[config.mk]
export PLATFORM = sky130hd
export DESIGN_NAME = cpu_stage_sequencer
export DESIGN_NICKNAME = d
export VERILOG_FILES = /design/src/rtl/cpu_stage_sequencer.sv
export SDC_FILE = /design/constraint.sdc
export NUM_CORES = 1
export LEC_CHECK = 0
export BUFFER_PORTS_ARGS = -buffer_cell sky130_fd_sc_hd__buf_2
export CORE_ASPECT_RATIO = 1.4
export CORE_MARGIN = 2
export CORE_UTILIZATION = 45
export DETAILED_ROUTE_END_ITERATION = 7
export GPL_TIMING_DRIVEN = 0
export MAX_ROUTING_LAYER = met4
export PLACE_DENSITY = 0.8
export SKIP_CTS_REPAIR_TIMING = 1
export SLEW_MARGIN = 0
export SYNTH_ARGS = -nofsm -noshare
export SYNTH_HDL_FRONTEND = slang
export SYNTH_SLANG_ARGS = --single-unit
[constraint.sdc]
create_clock -name clk -period 4.4 [get_ports clk]
set_clock_uncertainty 0.05 [all_clocks]
set_input_delay 0.66 -clock clk [delete_from_list [all_inputs] [get_ports clk]]
set_output_delay 0.66 -clock clk [all_outputs]
set_load 0.02 [all_outputs]
[src/rtl/cpu_stage_sequencer.sv]
// Instruction stage sequencer for the SM5a/SM510 core: fetch, operand fetch,
// execute/commit strobes, skip chaining and halt/wake.
module cpu_stage_sequencer #(
  parameter int          ROM_LATENCY = 1,
  parameter int unsigned SM510_ID    = 0
) (
  input  logic       clk,
  input  logic       reset_n,
  input  logic       clk_en,
  input  logic [3:0] cpu_id,
  input  logic [7:0] rom_data,
  input  logic       skip_req,
  input  logic       skip_lax_req,
  input  logic       halt_req,
  input  logic       wake,
  output logic [2:0] stage,
  output logic [7:0] opcode,
  output logic [7:0] last_opcode,
  output logic [7:0] operand,
  output logic       pc_inc,
  output logic       exec_en,
  output logic       commit_en,
  output logic       halted,
  output logic       wake_pulse
);

  // state         | meaning
  // LOAD_PC       | present PC to ROM, load latency timer
  // FETCH         | wait for ROM data, capture opcode
  // LOAD_OPERAND  | present PC for second byte
  // FETCH_OPERAND | wait for ROM data, capture operand
  // EXECUTE       | execute strobe unless skipped
  // COMMIT        | register commit, sample skip/halt requests
  // HALT          | idle until wake
  typedef enum logic [2:0] {
    LOAD_PC       = 3'd0,
    FETCH         = 3'd1,
    LOAD_OPERAND  = 3'd2,
    FETCH_OPERAND = 3'd3,
    EXECUTE       = 3'd4,
    COMMIT        = 3'd5,
    HALT          = 3'd6
  } stage_t;

  localparam logic [1:0] LAT_LOAD = 2'(ROM_LATENCY - 1);

  stage_t     state;
  logic [1:0] lat_cnt;
  logic       skip_pend;
  logic       lax_pend;
  logic       skipped;
  logic       two_byte;
  logic       skip_now;
  logic       rom_done;

  assign two_byte = (cpu_id == 4'(SM510_ID)) && (rom_data[7:4] == 4'h7);
  assign skip_now = skip_pend || (lax_pend && (opcode[7:4] == 4'h2));
  assign rom_done = (lat_cnt == 2'd0);

  always_ff @(posedge clk or negedge reset_n) begin
    if (!reset_n) begin
      state       <= LOAD_PC;
      lat_cnt     <= 2'd0;
      opcode      <= 8'h00;
      last_opcode <= 8'h00;
      operand     <= 8'h00;
      skip_pend   <= 1'b0;
      lax_pend    <= 1'b0;
      skipped     <= 1'b0;
      halted      <= 1'b0;
    end else if (clk_en) begin
      case (state)
        LOAD_PC: begin
          lat_cnt <= LAT_LOAD;
          state   <= FETCH;
        end
        FETCH: begin
          if (rom_done) begin
            opcode      <= rom_data;
            last_opcode <= opcode;
            state       <= two_byte ? LOAD_OPERAND : EXECUTE;
          end else begin
            lat_cnt <= lat_cnt - 2'd1;
          end
        end
        LOAD_OPERAND: begin
          lat_cnt <= LAT_LOAD;
          state   <= FETCH_OPERAND;
        end
        FETCH_OPERAND: begin
          if (rom_done) begin
            operand <= rom_data;
            state   <= EXECUTE;
          end else begin
            lat_cnt <= lat_cnt - 2'd1;
          end
        end
        EXECUTE: begin
          skipped   <= skip_now;
          skip_pend <= 1'b0;
          lax_pend  <= 1'b0;
          state     <= COMMIT;
        end
        COMMIT: begin
          // A skipped instruction must not re-arm a skip or halt the core.
          if (!skipped) begin
            skip_pend <= skip_req;
            lax_pend  <= skip_lax_req;
          end
          if (halt_req && !skipped) begin
            halted <= 1'b1;
            state  <= HALT;
          end else begin
            state <= LOAD_PC;
          end
        end
        HALT: begin
          if (wake) begin
            halted <= 1'b0;
            state  <= LOAD_PC;
          end
        end
        default: state <= LOAD_PC;
      endcase
    end
  end

  // Strobes are decoded from registered state so they land in the tick they act on.
  assign pc_inc     = clk_en && ((state == FETCH) || (state == FETCH_OPERAND)) && rom_done;
  assign exec_en    = clk_en && (state == EXECUTE) && !skip_now;
  assign commit_en  = clk_en && (state == COMMIT);
  assign wake_pulse = clk_en && (state == HALT) && wake;
  assign stage      = state;

endmodule
==> results by group <==
Run status
  • Outcome: complete, no violations

Critical path
  • Worst-path cell chain: buf_2 > buf_2 > nand3b_1 > a2111oi_2 > buf_2
  • Type of origin of the critical path: input pin
  • CP most frequent cell: buf_2
  • Critical Path RT: ~3.7 ns
  • Max incr delay on CP: between 0.3 and 0.4 ns
  • Worst Path Arrival: between 1.5 and 2 ns
  • Delay-heaviest family, CP: buffers and inverters
  • CP max-delay cell: a2111oi_2
  • Buffers plus inverters on the worst setup path: 3
  • Critical Path Sink Type: output port
  • CP Class: input pin to output port
  • Max FO, Critical Path: 10

STA
  • Hold Slack: 0.3661 ns
  • Final Max Tran Viols: 0
  • Actual slew at the worst max-slew pin: 0.7080 ns
  • Max-slew headroom: 0.5280
  • Final setup fails: 0
  • Fmax: 0.4121 GHz
  • Fin worst setup slack: approximately 2 ns
  • Fin Setup TNS: 0 ns
  • RSZ-0062 raised after global routing: no
  • Final period util: 0.5515
  • Hold Vio Cnt, Final: 0
  • Final min period: 2.426 ns

Floorplan
  • Core area: around 3400 µm²
  • Initial core utilization: 0.4693
  • Die area: ~4000 µm²
  • Die Wd: 54.16 µm
  • Row Count: 25
  • Io pins: just over 50
  • Chip height: 74.23 µm

Logic synthesis
  • Unique masters post-synth: 35
  • Register bit total from synthesis: 33
  • Synth Instances: roughly 130
  • Post-Syn Area: 1585 µm²
  • Syn_area_per_cell: ~13 µm²
  • Ys Warns: 0
  • Synth Net Count: about 150
  • Seq/Total Area, Yosys: 0.5209

Layout
  • Layout cells sized above 1: 0.4973
  • Fin nets: around 200
  • Antenna fix cells: 0
  • Area Growth Syn to Fin: 24.62%
  • Reg area: ~830 µm²
  • Fillers: 304
  • Area occupied by multi-input gates: approximately 680 µm²
  • Finished Layout Cells: between 200 and 250

Global routing
  • First-pass GRT wire length: about 5700 µm
  • Vias in the first global route: 1215
  • Pin count of the biggest net entering global routing: 34
  • Initial antenna violation count: 0
  • Grt total ovfl: 0
  • GRT Total Usage: 0.2030

Hold path
  • HP Class: input pin to async pin

Pwr
  • Peak VDD IR: 0.5049 mV
  • Pwr/cell area: around 780 nW/µm²
  • Leak: 0.9626 nW

Place
  • DPL Wire Length: around 2500 µm
  • Pre-CTS setup slack: 1.978 ns
  • Placer Congestion: 0.8000
  • Placed Instances: roughly 220
  • IO buf count: 50

Clock tree
  • Num CTS Buffers: 5
  • Longest Clk Path Bufs: 2
  • Clock transition at the registers of the reported paths: roughly 0.06 ns
  • CTS root buffer: clkbuf_8
  • TritonCTS clock tree: built
  • CTS H-Tree Depth: 2
  • Sink Count: 33
  • Worst-Skew Late Latency: approximately 0.29 ns

Detailed routing
  • # DRC: 0
  • Drt wl/cell: between 10 and 15 µm
  • DRT antenna net count: 0
  • First-pass iteration count of the detailed router: 4
  • DRT Wirelength: between 3000 and 4000 µm
  • 1st-iter DRT viols: 45
  • Routed vias: around 1200
  • Post-DR vias/cell: about 5.4

Run
  • Max-capacitance violation count: 0
[per-stage QoR]
| stage | util | area (µm²) | power (mW) |
|---|---|---|---|
| 6_report | 0.5848 | 1976 | 1.542 |
| 2_1_floorplan | - | 1585 | 1.088 |
| 3_3_place_gp | 0.5581 | 1886 | 1.290 |
| 5_1_grt | 0.5848 | 1976 | 1.645 |
| 4_1_cts | 0.5848 | 1976 | 1.558 |
| 3_5_place_dp | 0.5581 | 1886 | 1.318 |
[where the power goes]
group	internal, mW	total (mW)	switching (mW)
Clock	0.123	0.234	0.110
Combinational	0.335	0.754	0.419
Sequential	0.452	0.554	0.102
Total	0.910	1.54	0.632
[layout by cell type (no fill, tap or decap), types with 2 or more instances in the layout]
| master | n |
|---|---|
| nor3b_1 | 3 |
| a21oi_1 | 6 |
| nor3_1 | 3 |
| mux2_4 | 10 |
| buf_2 | 52 |
| o21ai_0 | 5 |
| clkbuf_8 | 6 |
| nand2b_1 | 2 |
| mux2_2 | 14 |
| o22ai_1 | 2 |
| inv_1 | 5 |
| nand2_1 | 9 |
| buf_6 | 2 |
| nor2_1 | 6 |
| nor4_1 | 2 |
| dfrtp_1 | 33 |
| nor2b_1 | 2 |
| nor3_4 | 2 |
[worst register-to-register path, stage by stage, from the launching register on]
cell and delay, ns:
dfrtp_1 0.40, inv_1 0.09, ha_1 0.29, inv_2 0.10, nor3_4 0.43, buf_12 0.21
mux2_4 0.30
[sequential cells by signal (all words and copies together), names as in the netlist]
| name | cells |
|---|---|
| skip_pend | 1 |
| opcode | 8 |
| skipped | 1 |
| last_opcode | 8 |
| lax_pend | 1 |
| halted | 1 |
| stage | 3 |
| operand | 8 |
| lat_cnt | 2 |
[cell type report]
class,instances,area share
inverters,6,0.01140
clock inverters,1,0.003800
well taps,40,0.02533
clock buffers,6,0.04180
multi-input cells,82,0.3464
flip-flops and latches,33,0.4180
repair buffers,50,0.1267
plain buffers,5,0.02660
[cells in the mapped netlist (all sizes together)]
cell type	n	area (µm²)
nor3	5	47.54
ha	1	12.51
a222oi	1	10.01
a221oi	1	8.760
dfrtp	33	825.8
and2b	1	7.510
nand2b	3	26.27
nand3b	1	7.510
a31oi	1	6.260
a2111oi	1	15.01
mux2	24	307.8
nor3b	3	22.52
o22a	1	8.760
o21ai	5	25.02
and4	1	8.760
nor4	2	12.51
a21boi	1	7.510
nor2b	2	12.51
inv	6	22.52
nor4b	1	8.760
nor2	6	22.52
o2bb2ai	1	8.760
o311ai	1	8.760
a21oi	6	30.03
o22ai	2	12.51
nand4	1	6.260
buf	5	52.55
nand2	9	33.78
and3	1	6.260
[worst paths after layout]
| path | end | from | cells past startpoint | slack, ns |
|---|---|---|---|---|
| worst min register to register | last_opcode[7]$_DFFE_PN0P_ | last_opcode[7]$_DFFE_PN0P_ | 1 | 0.46 |
| worst max register to register | last_opcode[4]$_DFFE_PN0P_ | lat_cnt[0]$_DFFE_PN0P_ | 6 | 2.41 |
| worst min-delay path | stage[2]$_DFFE_PN0P_ | reset_n | 1 | 0.37 |
| max in group asynchronous | skipped$_DFFE_PN0P_ | reset_n | 1 | 3.48 |
| worst max-delay path | exec_en | clk_en | 5 | 1.97 |
| min in group clk | last_opcode[7]$_DFFE_PN0P_ | last_opcode[7]$_DFFE_PN0P_ | 1 | 0.46 |
[metal layers]
metal | vias to the layer above | routed length [µm] | track usage
met2 | 52 | 1666 | 0.3240
li1 | 569 | - | -
met4 | 0 | 43 | 0.06667
met1 | 580 | 1329 | 0.2400
met5 | - | 0 | -
met3 | 4 | 260 | 0.06426
[cell families (layout without fill, tap and decap cells)]
family / count (synthesis) / after routing / share of synthesized area
AO/OA/AOI/OAI: 21 / 21 / 0.08919
AND/OR/NAND/NOR: 36 / 36 / 0.1405
multiplexers: 24 / 24 / 0.1942
buffers and inverters: 11 / 68 / 0.04735
adder cells (fa/ha/maj): 1 / 1 / 0.007891
flip-flops: 33 / 33 / 0.5209
No activity file was read; power rests on OpenSTA's default activity.
